===== config.mk =====
export PLATFORM = sky130hd
export DESIGN_NAME = ram_march_bist
export DESIGN_NICKNAME = d
export VERILOG_FILES = /design/src/rtl/ram_march_bist.sv
export SDC_FILE = /design/constraint.sdc
export NUM_CORES = 1
export LEC_CHECK = 0
export CORE_MARGIN = 3
export CORE_UTILIZATION = 54
export DETAILED_ROUTE_END_ITERATION = 10
export GPL_TIMING_DRIVEN = 0
export PLACE_DENSITY = 0.83
export SLEW_MARGIN = 30
export SYNTH_ARGS = -nofsm -noshare
export SYNTH_HDL_FRONTEND = slang
export SYNTH_SLANG_ARGS = --single-unit
export TNS_END_PERCENT = 100

===== constraint.sdc =====
create_clock -name clk -period 3.95 [get_ports clk]
set_clock_uncertainty 0.1 [all_clocks]
set_input_delay 0.395 -clock clk [delete_from_list [all_inputs] [get_ports clk]]
set_output_delay 0.395 -clock clk [all_outputs]
set_load 0.005 [all_outputs]

===== src/rtl/ram_march_bist.sv =====
// March BIST sequencer (W0, R0W1 ascending, R1 descending) for a single-port async-read RAM.
// Optional build macro BIST_STOP_ON_FAIL_EN: end the run on the first mismatch.
module ram_march_bist #(
    parameter int                length    = 2,
    parameter int                locations = 8,
    parameter logic [length-1:0] PATTERN   = length'(1)
) (
    input  logic                                 clk,
    input  logic                                 rst_n,
    input  logic                                 i_start,
    output logic                                 o_mem_rw,
    output logic [$clog2(locations)-1:0]         o_mem_addr,
    output logic [length-1:0]                    o_mem_wdata,
    input  logic [length-1:0]                    i_mem_rdata,
    output logic                                 o_busy,
    output logic                                 o_done,
    output logic                                 o_pass,
    output logic [$clog2(locations)-1:0]         o_fail_addr,
    output logic [$clog2(2*locations+1)-1:0]     o_fail_count
);

    localparam int AW = $clog2(locations);
    localparam int CW = $clog2(2*locations+1);

    localparam logic [2:0] S_IDLE = 3'd0;
    localparam logic [2:0] S_W0   = 3'd1;
    localparam logic [2:0] S_R0W1 = 3'd2;
    localparam logic [2:0] S_R1   = 3'd3;
    localparam logic [2:0] S_DONE = 3'd4;

    localparam logic [AW-1:0] ADDR_LAST = AW'(locations - 1);
    localparam logic [CW-1:0] CNT_MAX   = '1;

    logic [2:0]        r_state;
    logic [AW-1:0]     r_addr;
    logic              r_wr_half;      // in R0W1: 0 = read cycle, 1 = write cycle
    logic [AW-1:0]     r_fail_addr;
    logic [CW-1:0]     r_fail_count;

    logic              w_rd_cycle;
    logic [length-1:0] w_expect;
    logic [length-1:0] w_diff;
    logic              w_mismatch;
    logic              w_first_fail;

    assign w_rd_cycle = ((r_state == S_R0W1) && !r_wr_half) || (r_state == S_R1);
    assign w_expect   = (r_state == S_R1) ? ~PATTERN : PATTERN;

    genvar gi;
    generate
        for (gi = 0; gi < length; gi++) begin : g_cmp
            assign w_diff[gi] = i_mem_rdata[gi] ^ w_expect[gi];
        end
    endgenerate

    assign w_mismatch   = w_rd_cycle && (|w_diff);
    assign w_first_fail = w_mismatch && (r_fail_count == '0);

    always_ff @(posedge clk or negedge rst_n) begin
        if (!rst_n) begin
            r_state      <= S_IDLE;
            r_addr       <= '0;
            r_wr_half    <= 1'b0;
            r_fail_addr  <= '0;
            r_fail_count <= '0;
        end else begin
            case (r_state)
                S_IDLE, S_DONE: begin
                    if (i_start) begin
                        r_state      <= S_W0;
                        r_addr       <= '0;
                        r_wr_half    <= 1'b0;
                        r_fail_addr  <= '0;
                        r_fail_count <= '0;
                    end
                end
                S_W0: begin
                    if (r_addr == ADDR_LAST) begin
                        r_state <= S_R0W1;
                        r_addr  <= '0;
                    end else begin
                        r_addr <= r_addr + AW'(1);
                    end
                end
                S_R0W1: begin
                    if (!r_wr_half) begin
                        r_wr_half <= 1'b1;
                    end else begin
                        r_wr_half <= 1'b0;
                        if (r_addr == ADDR_LAST) begin
                            r_state <= S_R1;
                            r_addr  <= ADDR_LAST;
                        end else begin
                            r_addr <= r_addr + AW'(1);
                        end
                    end
                end
                S_R1: begin
                    if (r_addr == '0) begin
                        r_state <= S_DONE;
                    end else begin
                        r_addr <= r_addr - AW'(1);
                    end
                end
                default: begin
                    r_state <= S_IDLE;
                end
            endcase

            // Mismatch bookkeeping overrides the sequencing above where they overlap.
            if (w_mismatch) begin
                if (r_fail_count != CNT_MAX) begin
                    r_fail_count <= r_fail_count + CW'(1);
                end
                if (w_first_fail) begin
                    r_fail_addr <= r_addr;
                end
            end
`ifdef BIST_STOP_ON_FAIL_EN
            if (w_first_fail) begin
                r_state   <= S_DONE;
                r_addr    <= '0;
                r_wr_half <= 1'b0;
            end
`endif
        end
    end

    // Outputs decode directly from state so reset silences the RAM interface at once.
    always_comb begin
        o_mem_rw    = 1'b0;
        o_mem_wdata = '0;
        o_busy      = 1'b0;
        o_done      = 1'b0;
        case (r_state)
            S_W0: begin
                o_busy      = 1'b1;
                o_mem_rw    = 1'b1;
                o_mem_wdata = PATTERN;
            end
            S_R0W1: begin
                o_busy = 1'b1;
                if (r_wr_half) begin
                    o_mem_rw    = 1'b1;
                    o_mem_wdata = ~PATTERN;
                end
            end
            S_R1: begin
                o_busy = 1'b1;
            end
            S_DONE: begin
                o_done = 1'b1;
            end
            default: begin
                o_busy = 1'b0;
            end
        endcase
    end

    assign o_mem_addr   = o_busy ? r_addr : '0;
    assign o_pass       = o_done && (r_fail_count == '0);
    assign o_fail_addr  = r_fail_addr;
    assign o_fail_count = r_fail_count;

endmodule


==> impl_metrics.env, run 1 <==
export IMPL_ant_nets=0
export IMPL_netSwitchingPower_mw=0.509
export IMPL_total_leakage_power_nw=0.586
export IMPL_grt_pass1_vias=984
export IMPL_outcome="complete, no violations"
export IMPL_slew_at_the_pin_closest_to_its_max_slew_limit_ns=0.673
export IMPL_cts_hold_buffers=0
export IMPL_clock_tree_root_cell="sky130_fd_sc_hd__clkbuf_4"
export IMPL_layout_worst_path_cycle_share_pct=68.8
export IMPL_path_clk_slew_ns=0.10
export IMPL_cts_sink_count=15
export IMPL_fill_cells=140
export IMPL_worst_setup_path_endpoint="o_pass"
export IMPL_detailed_place_hpwl_um=1840
export IMPL_min_path_type="input port to async pin"
export IMPL_die_y_um=50.6
export IMPL_final_layout_size_suffix_gt1_share_pct=7.95
export IMPL_avgRoutedWirePerCell_um=13.8
export IMPL_die_width_um=50.6
export IMPL_hold_viol=0
export IMPL_synth_ff_type="sky130_fd_sc_hd__dfrtp_1"
export IMPL_post_synth_edffs=0
export IMPL_fin_tns_setup_ns=0
export IMPL_irDropWorstVdd_mv=0.491
export IMPL_timing_final_max_slew_violations=0
export IMPL_timing_reg2reg_worst_path_depth=6
export IMPL_numPlacedInstances=172
export IMPL_cts_htree_levels=1
export IMPL_cts_root_to_sink_buffers=2
export IMPL_count_of_mapped_cells_out_of_synthesis=126
export IMPL_max_cap_violations=0
export IMPL_place_area_um2=1320
export IMPL_worst_endpoint_arrival_ns=2.22
export IMPL_setup_violations=0
export IMPL_antenna_found_initial=0
export IMPL_power_switching_fraction_pct=44.6
export IMPL_first_pass_grt_wire_length_um=4380
export IMPL_worst_path_max_delay_cell="sky130_fd_sc_hd__clkdlybuf4s50_1"
export IMPL_setup_repair_after_global_routing_missed_its_margin="false"
export IMPL_finalCoreUtilization_pct=74.7
export IMPL_max_slew_margin_pct=55.0
export IMPL_finalNetCount=165
export IMPL_gp_congestion=0.939
export IMPL_synthesis_nets=139
export IMPL_area_growth_pct=25.3
export IMPL_async_reset_ff_share_pct=100
export IMPL_setup_worst_path_end_class="primary output"
export IMPL_synth_warnings=0
export IMPL_synthDistinctLibCells=36
export IMPL_power_share_combinational_pct=65.0
export IMPL_postRouteWirelength_um=2440
export IMPL_regToRegSetupSlack_ns=1.93
export IMPL_fin_cells=176
export IMPL_worst_r2r_endpoint="o_fail_count[4]"
export IMPL_grtUsageTotal_pct=22.4
export IMPL_port_buffers=21
export IMPL_clk_latency_worst_skew_pair_ns=0.29
export IMPL_r2r_start="o_fail_count[0]"
export IMPL_clock_fmax_ghz=0.368
export IMPL_first_iter_violations=25
export IMPL_powerDensity_nw_per_um2=847
export IMPL_ctsResizeCount=0
export IMPL_numCtsBuffers=3
export IMPL_crit_path_cell_trace="inv_1, ha_1, or4b_4, nor4_1, clkdlybuf4s50_1"
export IMPL_mean_instance_size_in_the_synthesized_netlist_um2=8.53
export IMPL_synth_sequential_area_ratio_pct=34.9
export IMPL_min_period_ns=2.72
export IMPL_fp_coreArea_um2=1800
export IMPL_firstDrtPassIters=4
export IMPL_number_of_diodes_added_for_antenna_fixing=0
export IMPL_internal_power_mw=0.631
export IMPL_ys_ff_latch=15
export IMPL_row_count=15
export IMPL_design_portCount=22
export IMPL_critical_path_maximum_fanout=5
export IMPL_part_of_the_power_in_registers_pct=26.9
export IMPL_vias=1001
export IMPL_drc=0
export IMPL_clockPowerShare_pct=8.1
export IMPL_cp_data_required_time_ns=3.45
export IMPL_die_area_um2=2560
export IMPL_initial_util_pct=59.7
export IMPL_critical_path_max_stage_delay_ns=0.56
export IMPL_route_detailed_vias_per_inst=5.69
export IMPL_start_kind="flip-flop"
export IMPL_post_cts_setup_buffer_count=0
export IMPL_critPathKind="flip-flop to primary output"
export IMPL_grt_start_max_net_pins=16
export IMPL_post_route_cell_area_um2=1350
export IMPL_tritoncts_clock_tree="yes"
export IMPL_netlist_area_um2=1070
export IMPL_globalRoute_totalOverflow=0
export IMPL_critical_path_startpoint="o_fail_count[0]"
## state kept, by name, summed over array words and instances, names as in the netlist
register / cells
o_fail_count: 5
o_fail_addr: 3
r_addr: 3
r_state: 3
r_wr_half: 1
## synth_stat cells, types with 2 or more instances
cell type | number | share of area [%]
sky130_fd_sc_hd__nand3_1 | 4 | 1.9
sky130_fd_sc_hd__inv_2 | 2 | 0.70
sky130_fd_sc_hd__ha_1 | 8 | 9.3
sky130_fd_sc_hd__inv_1 | 13 | 4.5
sky130_fd_sc_hd__nor3_1 | 5 | 2.3
sky130_fd_sc_hd__clkbuf_1 | 2 | 0.70
sky130_fd_sc_hd__buf_2 | 2 | 0.93
sky130_fd_sc_hd__dfrtp_1 | 15 | 35
sky130_fd_sc_hd__a211o_1 | 2 | 1.6
sky130_fd_sc_hd__nand2_1 | 10 | 3.5
sky130_fd_sc_hd__nand2b_1 | 7 | 4.1
sky130_fd_sc_hd__o21ai_0 | 10 | 4.7
sky130_fd_sc_hd__a31oi_1 | 3 | 1.7
sky130_fd_sc_hd__nor2_1 | 9 | 3.1
sky130_fd_sc_hd__a21oi_1 | 6 | 2.8
sky130_fd_sc_hd__xnor2_1 | 2 | 1.6
sky130_fd_sc_hd__mux2i_1 | 7 | 6.5
## cells in the final DEF (no fill, tap or decap), types with 2 or more instances in the layout
master / n
sky130_fd_sc_hd__clkdlybuf4s50_1: 21
sky130_fd_sc_hd__clkbuf_1: 2
sky130_fd_sc_hd__inv_2: 2
sky130_fd_sc_hd__nor2_1: 9
sky130_fd_sc_hd__clkbuf_4: 3
sky130_fd_sc_hd__inv_1: 13
sky130_fd_sc_hd__nor3_1: 5
sky130_fd_sc_hd__a31oi_1: 3
sky130_fd_sc_hd__buf_2: 2
sky130_fd_sc_hd__nand3_1: 4
sky130_fd_sc_hd__xnor2_1: 2
sky130_fd_sc_hd__nand2b_1: 7
sky130_fd_sc_hd__o21ai_0: 10
sky130_fd_sc_hd__dfrtp_1: 15
sky130_fd_sc_hd__a21oi_1: 6
sky130_fd_sc_hd__nand2_1: 10
sky130_fd_sc_hd__ha_1: 8
sky130_fd_sc_hd__a211o_1: 2
sky130_fd_sc_hd__mux2i_1: 7
## power by group through the flow
stage | combinational, mW | clock [mW] | sequential [mW]
floorplan | 0.479 | 0 | 0.291
global placement | 0.716 | 0 | 0.304
detailed placement | 0.734 | 0 | 0.307
CTS | 0.745 | 0.0958 | 0.305
global route | 0.832 | 0.104 | 0.320
finish | 0.742 | 0.0925 | 0.306
## stage by stage
step / hold slack (ns) / total power [mW] / worst slack [ns]
global placement: 0.407 / 1.02 / 1.57
floorplan: -0.000591 / 0.770 / 2.14
global route: 0.440 / 1.26 / 1.07
CTS: 0.418 / 1.15 / 1.19
detailed placement: 0.422 / 1.04 / 1.53
finish: 0.404 / 1.14 / 1.23
## worst max-delay path, delay by kind of cell, from the launching register on
| family | cells | cell delay [ns] |
|---|---|---|
| buf+inv | 2 | 0.65 |
| simple gates | 2 | 0.72 |
| fa+ha+maj | 1 | 0.13 |
| flops | 1 | 0.44 |
## routing by layer
layer	wire length, um	GRT usage (%)
met5	0	0
met4	30	9.87
met3	133	4.15
met2	1150	36.1
met1	1120	28.9
## cells by family (layout without fill, tap and decap cells)
group / Yosys count / in the layout / share of synthesized area (%)
and+or+nand+nor: 44 / 44 / 22.0
AOI/OAI and AO/OA: 30 / 30 / 17.7
buffers and inverters: 19 / 44 / 6.87
DFF: 15 / 15 / 34.9
adders and majority gates: 8 / 8 / 9.31
muxes: 8 / 8 / 7.57
xor gates and xnor gates: 2 / 2 / 1.63
## area by class of cell
| type | instances | area, um^2 | area share, % |
|---|---|---|---|
| clock inverters | 1 | 7.51 | 0.558 |
| inverters | 15 | 56.3 | 4.18 |
| plain buffers | 4 | 17.5 | 1.30 |
| repair buffers | 21 | 210 | 15.6 |
| clock buffers | 3 | 22.5 | 1.67 |
| well taps | 25 | 31.3 | 2.32 |
| multi-input cells | 92 | 626 | 46.5 |
| flip-flops and latches | 15 | 375 | 27.9 |
## worst min path at each step
stage	end	slack, ns	depth (start not counted)
finish	o_fail_count[0]	0.40	1
detailed placement	o_fail_addr[0]	0.42	2
global route	o_fail_count[2]	0.44	1
global placement	r_addr[1]	0.41	1
floorplan	o_fail_addr[0]	-0.0006	0
CTS	o_fail_count[0]	0.42	1
Note: power is estimated with default switching activity, not from simulation.
==> run 2, diff against run 1 <==
--- a/config.mk
+++ b/config.mk
@@ -6,10 +6,10 @@
 export NUM_CORES = 1
 export LEC_CHECK = 0
 export CORE_MARGIN = 3
-export CORE_UTILIZATION = 54
+export CORE_UTILIZATION = 45
 export DETAILED_ROUTE_END_ITERATION = 10
 export GPL_TIMING_DRIVEN = 0
-export PLACE_DENSITY = 0.83
+export PLACE_DENSITY = 0.74
 export SLEW_MARGIN = 30
 export SYNTH_ARGS = -nofsm -noshare
 export SYNTH_HDL_FRONTEND = slang
==> constraint.sdc (replaced) <==
create_clock -name clk -period 2.3 [get_ports clk]
set_clock_uncertainty 0.1 [all_clocks]
set_input_delay 0.23 -clock clk [delete_from_list [all_inputs] [get_ports clk]]
set_output_delay 0.23 -clock clk [all_outputs]
set_load 0.005 [all_outputs]
==> impl_metrics.env, run 2 (same netlist as run 1, synthesis figures left out) <==
export IMPL_clk_latency_worst_skew_pair_ns=0.30
export IMPL_die_width_um=54.9
export IMPL_tritoncts_clock_tree="yes"
export IMPL_slew_at_the_pin_closest_to_its_max_slew_limit_ns=0.682
export IMPL_route_detailed_vias_per_inst=5.50
export IMPL_max_cap_violations=0
export IMPL_max_reg_flops=5
export IMPL_fill_cells=195
export IMPL_worst_setup_path_endpoint="o_done"
export IMPL_grtUsageTotal_pct=19.1
export IMPL_setup_violations=0
export IMPL_min_path_type="input port to async pin"
export IMPL_grt_pass1_vias=877
export IMPL_netSwitchingPower_mw=0.884
export IMPL_min_period_ns=2.16
export IMPL_setup_worst_path_end_class="primary output"
export IMPL_avgRoutedWirePerCell_um=13.8
export IMPL_finalNetCount=167
export IMPL_clock_fmax_ghz=0.463
export IMPL_initial_util_pct=48.1
export IMPL_worst_r2r_endpoint="o_fail_count[1]"
export IMPL_power_switching_fraction_pct=44.4
export IMPL_port_buffers=21
export IMPL_postRouteWirelength_um=2500
export IMPL_hold_viol=0
export IMPL_row_count=17
export IMPL_layout_worst_path_cycle_share_pct=94.0
export IMPL_vias=996
export IMPL_powerDensity_nw_per_um2=1450
export IMPL_part_of_the_power_in_registers_pct=25.9
export IMPL_start_kind="flip-flop"
export IMPL_firstDrtPassIters=4
export IMPL_globalRoute_totalOverflow=0
export IMPL_area_growth_pct=27.6
export IMPL_gp_congestion=0.896
export IMPL_timing_reg2reg_worst_path_depth=7
export IMPL_clock_tree_root_cell="sky130_fd_sc_hd__clkbuf_4"
export IMPL_final_layout_size_suffix_gt1_share_pct=10.5
export IMPL_clockPowerShare_pct=8.1
export IMPL_max_slew_margin_pct=54.4
export IMPL_critical_path_maximum_fanout=10
export IMPL_ant_nets=0
export IMPL_setup_repair_after_global_routing_missed_its_margin="false"
export IMPL_die_area_um2=3010
export IMPL_cp_data_required_time_ns=1.97
export IMPL_total_leakage_power_nw=0.604
export IMPL_r2r_start="o_fail_count[0]"
export IMPL_path_clk_slew_ns=0.10
export IMPL_first_pass_grt_wire_length_um=4080
export IMPL_critPathKind="flip-flop to primary output"
export IMPL_number_of_diodes_added_for_antenna_fixing=0
export IMPL_timing_final_max_slew_violations=0
export IMPL_worst_endpoint_arrival_ns=1.83
export IMPL_die_y_um=54.9
export IMPL_cts_sink_count=15
export IMPL_cts_root_to_sink_buffers=2
export IMPL_numCtsBuffers=3
export IMPL_power_mw=1.99
export IMPL_irDropWorstVdd_mv=0.804
export IMPL_antenna_found_initial=0
export IMPL_fin_tns_setup_ns=0
export IMPL_design_portCount=22
export IMPL_detailed_place_hpwl_um=1840
export IMPL_fp_coreArea_um2=2230
export IMPL_internal_power_mw=1.11
export IMPL_regToRegSetupSlack_ns=0.24
export IMPL_most_common_cell_after_layout_fill_and_taps_aside="sky130_fd_sc_hd__clkdlybuf4s50_1"
export IMPL_drc=0
export IMPL_first_iter_violations=32
export IMPL_grt_start_max_net_pins=16
export IMPL_most_frequent_cells_in_the_layout="sky130_fd_sc_hd__clkdlybuf4s50_1, sky130_fd_sc_hd__dfrtp_1, sky130_fd_sc_hd__inv_1, sky130_fd_sc_hd__nand2_1, sky130_fd_sc_hd__o21ai_0"
export IMPL_power_share_combinational_pct=66.0
export IMPL_cts_htree_levels=1
export IMPL_critical_path_startpoint="r_state[0]"
export IMPL_outcome="complete, no violations"
-- run 2: cell type report --
| class | count | area [um^2] | area share [%] |
|---|---|---|---|
| timing repair buffer | 23 | 224 | 16.3 |
| clock buffer | 3 | 22.5 | 1.64 |
| inverter | 15 | 56.3 | 4.11 |
| buffer | 4 | 18.8 | 1.37 |
| multi-input combinational | 92 | 632 | 46.1 |
| clock inverter | 1 | 7.51 | 0.547 |
| sequential | 15 | 375 | 27.4 |
| tap | 28 | 35.0 | 2.55 |
-- run 2: worst min-delay path by stage --
stage	cells past startpoint	end
6_report	1	r_state[1]
4_1_cts	1	r_state[1]
3_5_place_dp	2	o_fail_addr[0]
3_3_place_gp	1	r_addr[1]
5_1_grt	1	o_fail_count[2]
2_1_floorplan	0	o_fail_addr[0]
-- run 2: worst max-delay path: stages (launching register included) --
cell	delay, ns
sky130_fd_sc_hd__dfrtp_1	0.42
sky130_fd_sc_hd__buf_2	0.19
sky130_fd_sc_hd__clkbuf_2	0.19
sky130_fd_sc_hd__nor3_1	0.21
sky130_fd_sc_hd__clkdlybuf4s50_1	0.52
-- run 2: through the flow --
stage	instances	setup slack, ns	area [um^2]	hold WS [ns]	util, %
6_report	181	0.138	1370	0.237	61.4
5_1_grt	181	0.00601	1370	0.281	61.4
4_1_cts	181	0.0665	1370	0.258	61.3
3_5_place_dp	175	0.0707	1320	0.417	59.1
3_3_place_gp	175	0.115	1320	0.416	59.1
2_1_floorplan	126	0.493	1070	-0.166	-
-- run 2: power groups by stage --
stage	Combinational [mW]	Clock (mW)	Sequential [mW]
5_1_grt	1.48	0.177	0.534
3_3_place_gp	1.23	0	0.524
4_1_cts	1.32	0.171	0.511
6_report	1.31	0.162	0.516
2_1_floorplan	0.823	0	0.500
3_5_place_dp	1.26	0	0.529
-- run 2: layer usage --
metal / up-vias / global-route usage (%) / wire, um
met3: 9 / 3.54 / 98
met5: - / 0 / 0
met4: 0 / 9.96 / 76
met1: 469 / 26.5 / 1210
li1: 493 / - / -
met2: 25 / 28.0 / 1110
-- run 2: timing repair --
| item | CTS | global route |
|---|---|---|
| hold buffers | 0 | 0 |
| endpoints found under the setup margin | 1 | 2 |
| gates resized for setup | 2 | 2 |
| setup buffers | 2 | 0 |
==> run 3, diff against run 2 <==
--- a/config.mk
+++ b/config.mk
@@ -5,12 +5,13 @@
 export SDC_FILE = /design/constraint.sdc
 export NUM_CORES = 1
 export LEC_CHECK = 0
+export ABC_CLOCK_PERIOD_IN_PS = 2300
 export CORE_MARGIN = 3
-export CORE_UTILIZATION = 45
+export CORE_UTILIZATION = 40
 export DETAILED_ROUTE_END_ITERATION = 10
 export GPL_TIMING_DRIVEN = 0
-export PLACE_DENSITY = 0.74
-export SLEW_MARGIN = 30
+export PLACE_DENSITY = 0.67
+export SLEW_MARGIN = 25
 export SYNTH_ARGS = -nofsm -noshare
 export SYNTH_HDL_FRONTEND = slang
 export SYNTH_SLANG_ARGS = --single-unit
==> impl_metrics.env, run 3 (same netlist as run 1, synthesis figures left out) <==
export IMPL_worst_endpoint_arrival_ns=1.85
export IMPL_max_cap_violations=0
export IMPL_cts_htree_levels=1
export IMPL_antenna_found_initial=0
export IMPL_ant_nets=0
export IMPL_tritoncts_clock_tree="yes"
export IMPL_finalNetCount=167
export IMPL_first_iter_violations=32
export IMPL_r2r_start="o_fail_count[0]"
export IMPL_layout_worst_path_cycle_share_pct=94.7
export IMPL_outcome="complete, no violations"
export IMPL_final_layout_size_suffix_gt1_share_pct=9.80
export IMPL_finalCoreUtilization_pct=54.3
export IMPL_start_kind="flip-flop"
export IMPL_die_width_um=57.8
export IMPL_firstDrtPassIters=4
export IMPL_fill_cells=250
export IMPL_worst_r2r_endpoint="o_fail_count[4]"
export IMPL_critical_path_maximum_fanout=10
export IMPL_total_leakage_power_nw=0.604
export IMPL_max_reg_flops=5
export IMPL_regToRegSetupSlack_ns=0.25
export IMPL_cts_sink_count=15
export IMPL_detailed_place_hpwl_um=1840
export IMPL_max_slew_margin_pct=53.6
export IMPL_fin_tns_setup_ns=0
export IMPL_cts_hold_buffers=0
export IMPL_port_buffers=21
export IMPL_avgRoutedWirePerCell_um=13.1
export IMPL_cpLargestDelayFamily="buffers and inverters"
export IMPL_drc=0
export IMPL_worst_path_max_delay_cell="sky130_fd_sc_hd__clkdlybuf4s50_1"
export IMPL_crit_path_cell_trace="buf_2, inv_2, nand3_1, o21ai_0, clkdlybuf4s50_1"
export IMPL_setup_worst_path_end_class="primary output"
export IMPL_design_portCount=22
export IMPL_timing_reg2reg_worst_path_depth=7
export IMPL_route_detailed_vias_per_inst=5.33
export IMPL_min_period_ns=2.18
export IMPL_number_of_diodes_added_for_antenna_fixing=0
export IMPL_timing_critical_path_depth=5
export IMPL_cp_data_required_time_ns=1.97
export IMPL_grt_start_max_net_pins=16
export IMPL_worst_setup_path_endpoint="o_mem_rw"
export IMPL_numCtsBuffers=3
export IMPL_area_growth_pct=27.5
export IMPL_cts_root_to_sink_buffers=2
export IMPL_power_mw=1.97
export IMPL_setup_violations=0
export IMPL_hold_viol=0
export IMPL_die_area_um2=3340
export IMPL_irDropWorstVdd_mv=0.827
export IMPL_setup_repair_after_global_routing_missed_its_margin="false"
export IMPL_critPathKind="flip-flop to primary output"
export IMPL_grtUsageTotal_pct=16.3
export IMPL_clock_fmax_ghz=0.459
export IMPL_globalRoute_totalOverflow=0
export IMPL_powerDensity_nw_per_um2=1440
export IMPL_fp_coreArea_um2=2520
export IMPL_gp_congestion=0.844
export IMPL_row_count=18
export IMPL_most_frequent_cells_in_the_layout="sky130_fd_sc_hd__clkdlybuf4s50_1, sky130_fd_sc_hd__dfrtp_1, sky130_fd_sc_hd__inv_1, sky130_fd_sc_hd__nand2_1, sky130_fd_sc_hd__o21ai_0"
export IMPL_most_common_cell_after_layout_fill_and_taps_aside="sky130_fd_sc_hd__clkdlybuf4s50_1"
export IMPL_postRouteWirelength_um=2400
export IMPL_grt_pass1_vias=921
export IMPL_critical_path_max_stage_delay_ns=0.53
export IMPL_path_buf_inv=3
export IMPL_clk_latency_worst_skew_pair_ns=0.28
export IMPL_first_pass_grt_wire_length_um=4240
export IMPL_critical_path_startpoint="r_state[1]"
export IMPL_slew_at_the_pin_closest_to_its_max_slew_limit_ns=0.694
export IMPL_timing_final_max_slew_violations=0
export IMPL_path_clk_slew_ns=0.09
export IMPL_min_path_type="input port to async pin"
export IMPL_initial_util_pct=42.6
export IMPL_die_y_um=57.8
export IMPL_vias=975
export IMPL_clock_tree_root_cell="sky130_fd_sc_hd__clkbuf_4"
-- run 3: cell count changes in the layout (fill, tap and decap cells not counted), sizes merged --
cell      delta
clkinvlp     -1
buf          +1
-- run 3: per-stage QoR --
step | hold WS (ns) | cell area [um^2] | worst slack [ns] | std cells
after CTS | 0.281 | 1370 | 0.0617 | 183
final | 0.255 | 1370 | 0.122 | 183
after global placement | 0.414 | 1320 | 0.0504 | 177
after detailed placement | 0.421 | 1320 | 0.0527 | 177
after global routing | 0.323 | 1370 | 0.0242 | 183
after floorplan | -0.166 | 1070 | 0.493 | 126
-- run 3: worst register-to-register path: stages, from the launching register on --
cell	delay (ns)
sky130_fd_sc_hd__dfrtp_1	0.39
sky130_fd_sc_hd__buf_4	0.15
sky130_fd_sc_hd__ha_1	0.21
sky130_fd_sc_hd__and3_2	0.21
sky130_fd_sc_hd__ha_1	0.16
sky130_fd_sc_hd__or2_1	0.27
sky130_fd_sc_hd__nor2_1	0.27
sky130_fd_sc_hd__mux2i_1	0.22
-- run 3: final cells by class --
cell class | instances | area [um^2] | area share (%)
timing repair buffer | 23 | 224 | 16.3
sequential | 15 | 375 | 27.4
multi-input combinational | 92 | 632 | 46.1
tap | 30 | 37.5 | 2.74
clock buffer | 4 | 26.3 | 1.92
buffer | 4 | 18.8 | 1.37
inverter | 15 | 56.3 | 4.11
-- run 3: worst min path at each step --
stage | endpoint | cells after the start | start
after floorplan | o_fail_addr[0] | 0 | rst_n
after global placement | r_addr[1] | 1 | r_addr[1]
after detailed placement | r_addr[1] | 1 | r_addr[1]
after global routing | o_fail_count[1] | 1 | rst_n
after CTS | r_addr[0] | 1 | rst_n
final | o_fail_count[0] | 1 | rst_n
-- run 3: timing repair --
| item | CTS | global route |
|---|---|---|
| gates cloned | 0 | 0 |
| endpoints found under the setup margin | 1 | 2 |
| setup buffers | 2 | 0 |
| resized for setup | 2 | 3 |
-- run 3: per-layer routing --
layer  track usage (%)  share of wire [%]  vias up
li1                  -                  -      491
met1              22.8                 51      463
met2              24.2                 43       19
met3              5.57                4.8        2
met4              3.97               0.63        0
met5                 0                  0        -
-- run 3: report_power, final --
part | switching, mW | internal, mW
Combinational | 0.648 | 0.657
Sequential | 0.127 | 0.386
Clock | 0.0875 | 0.0673
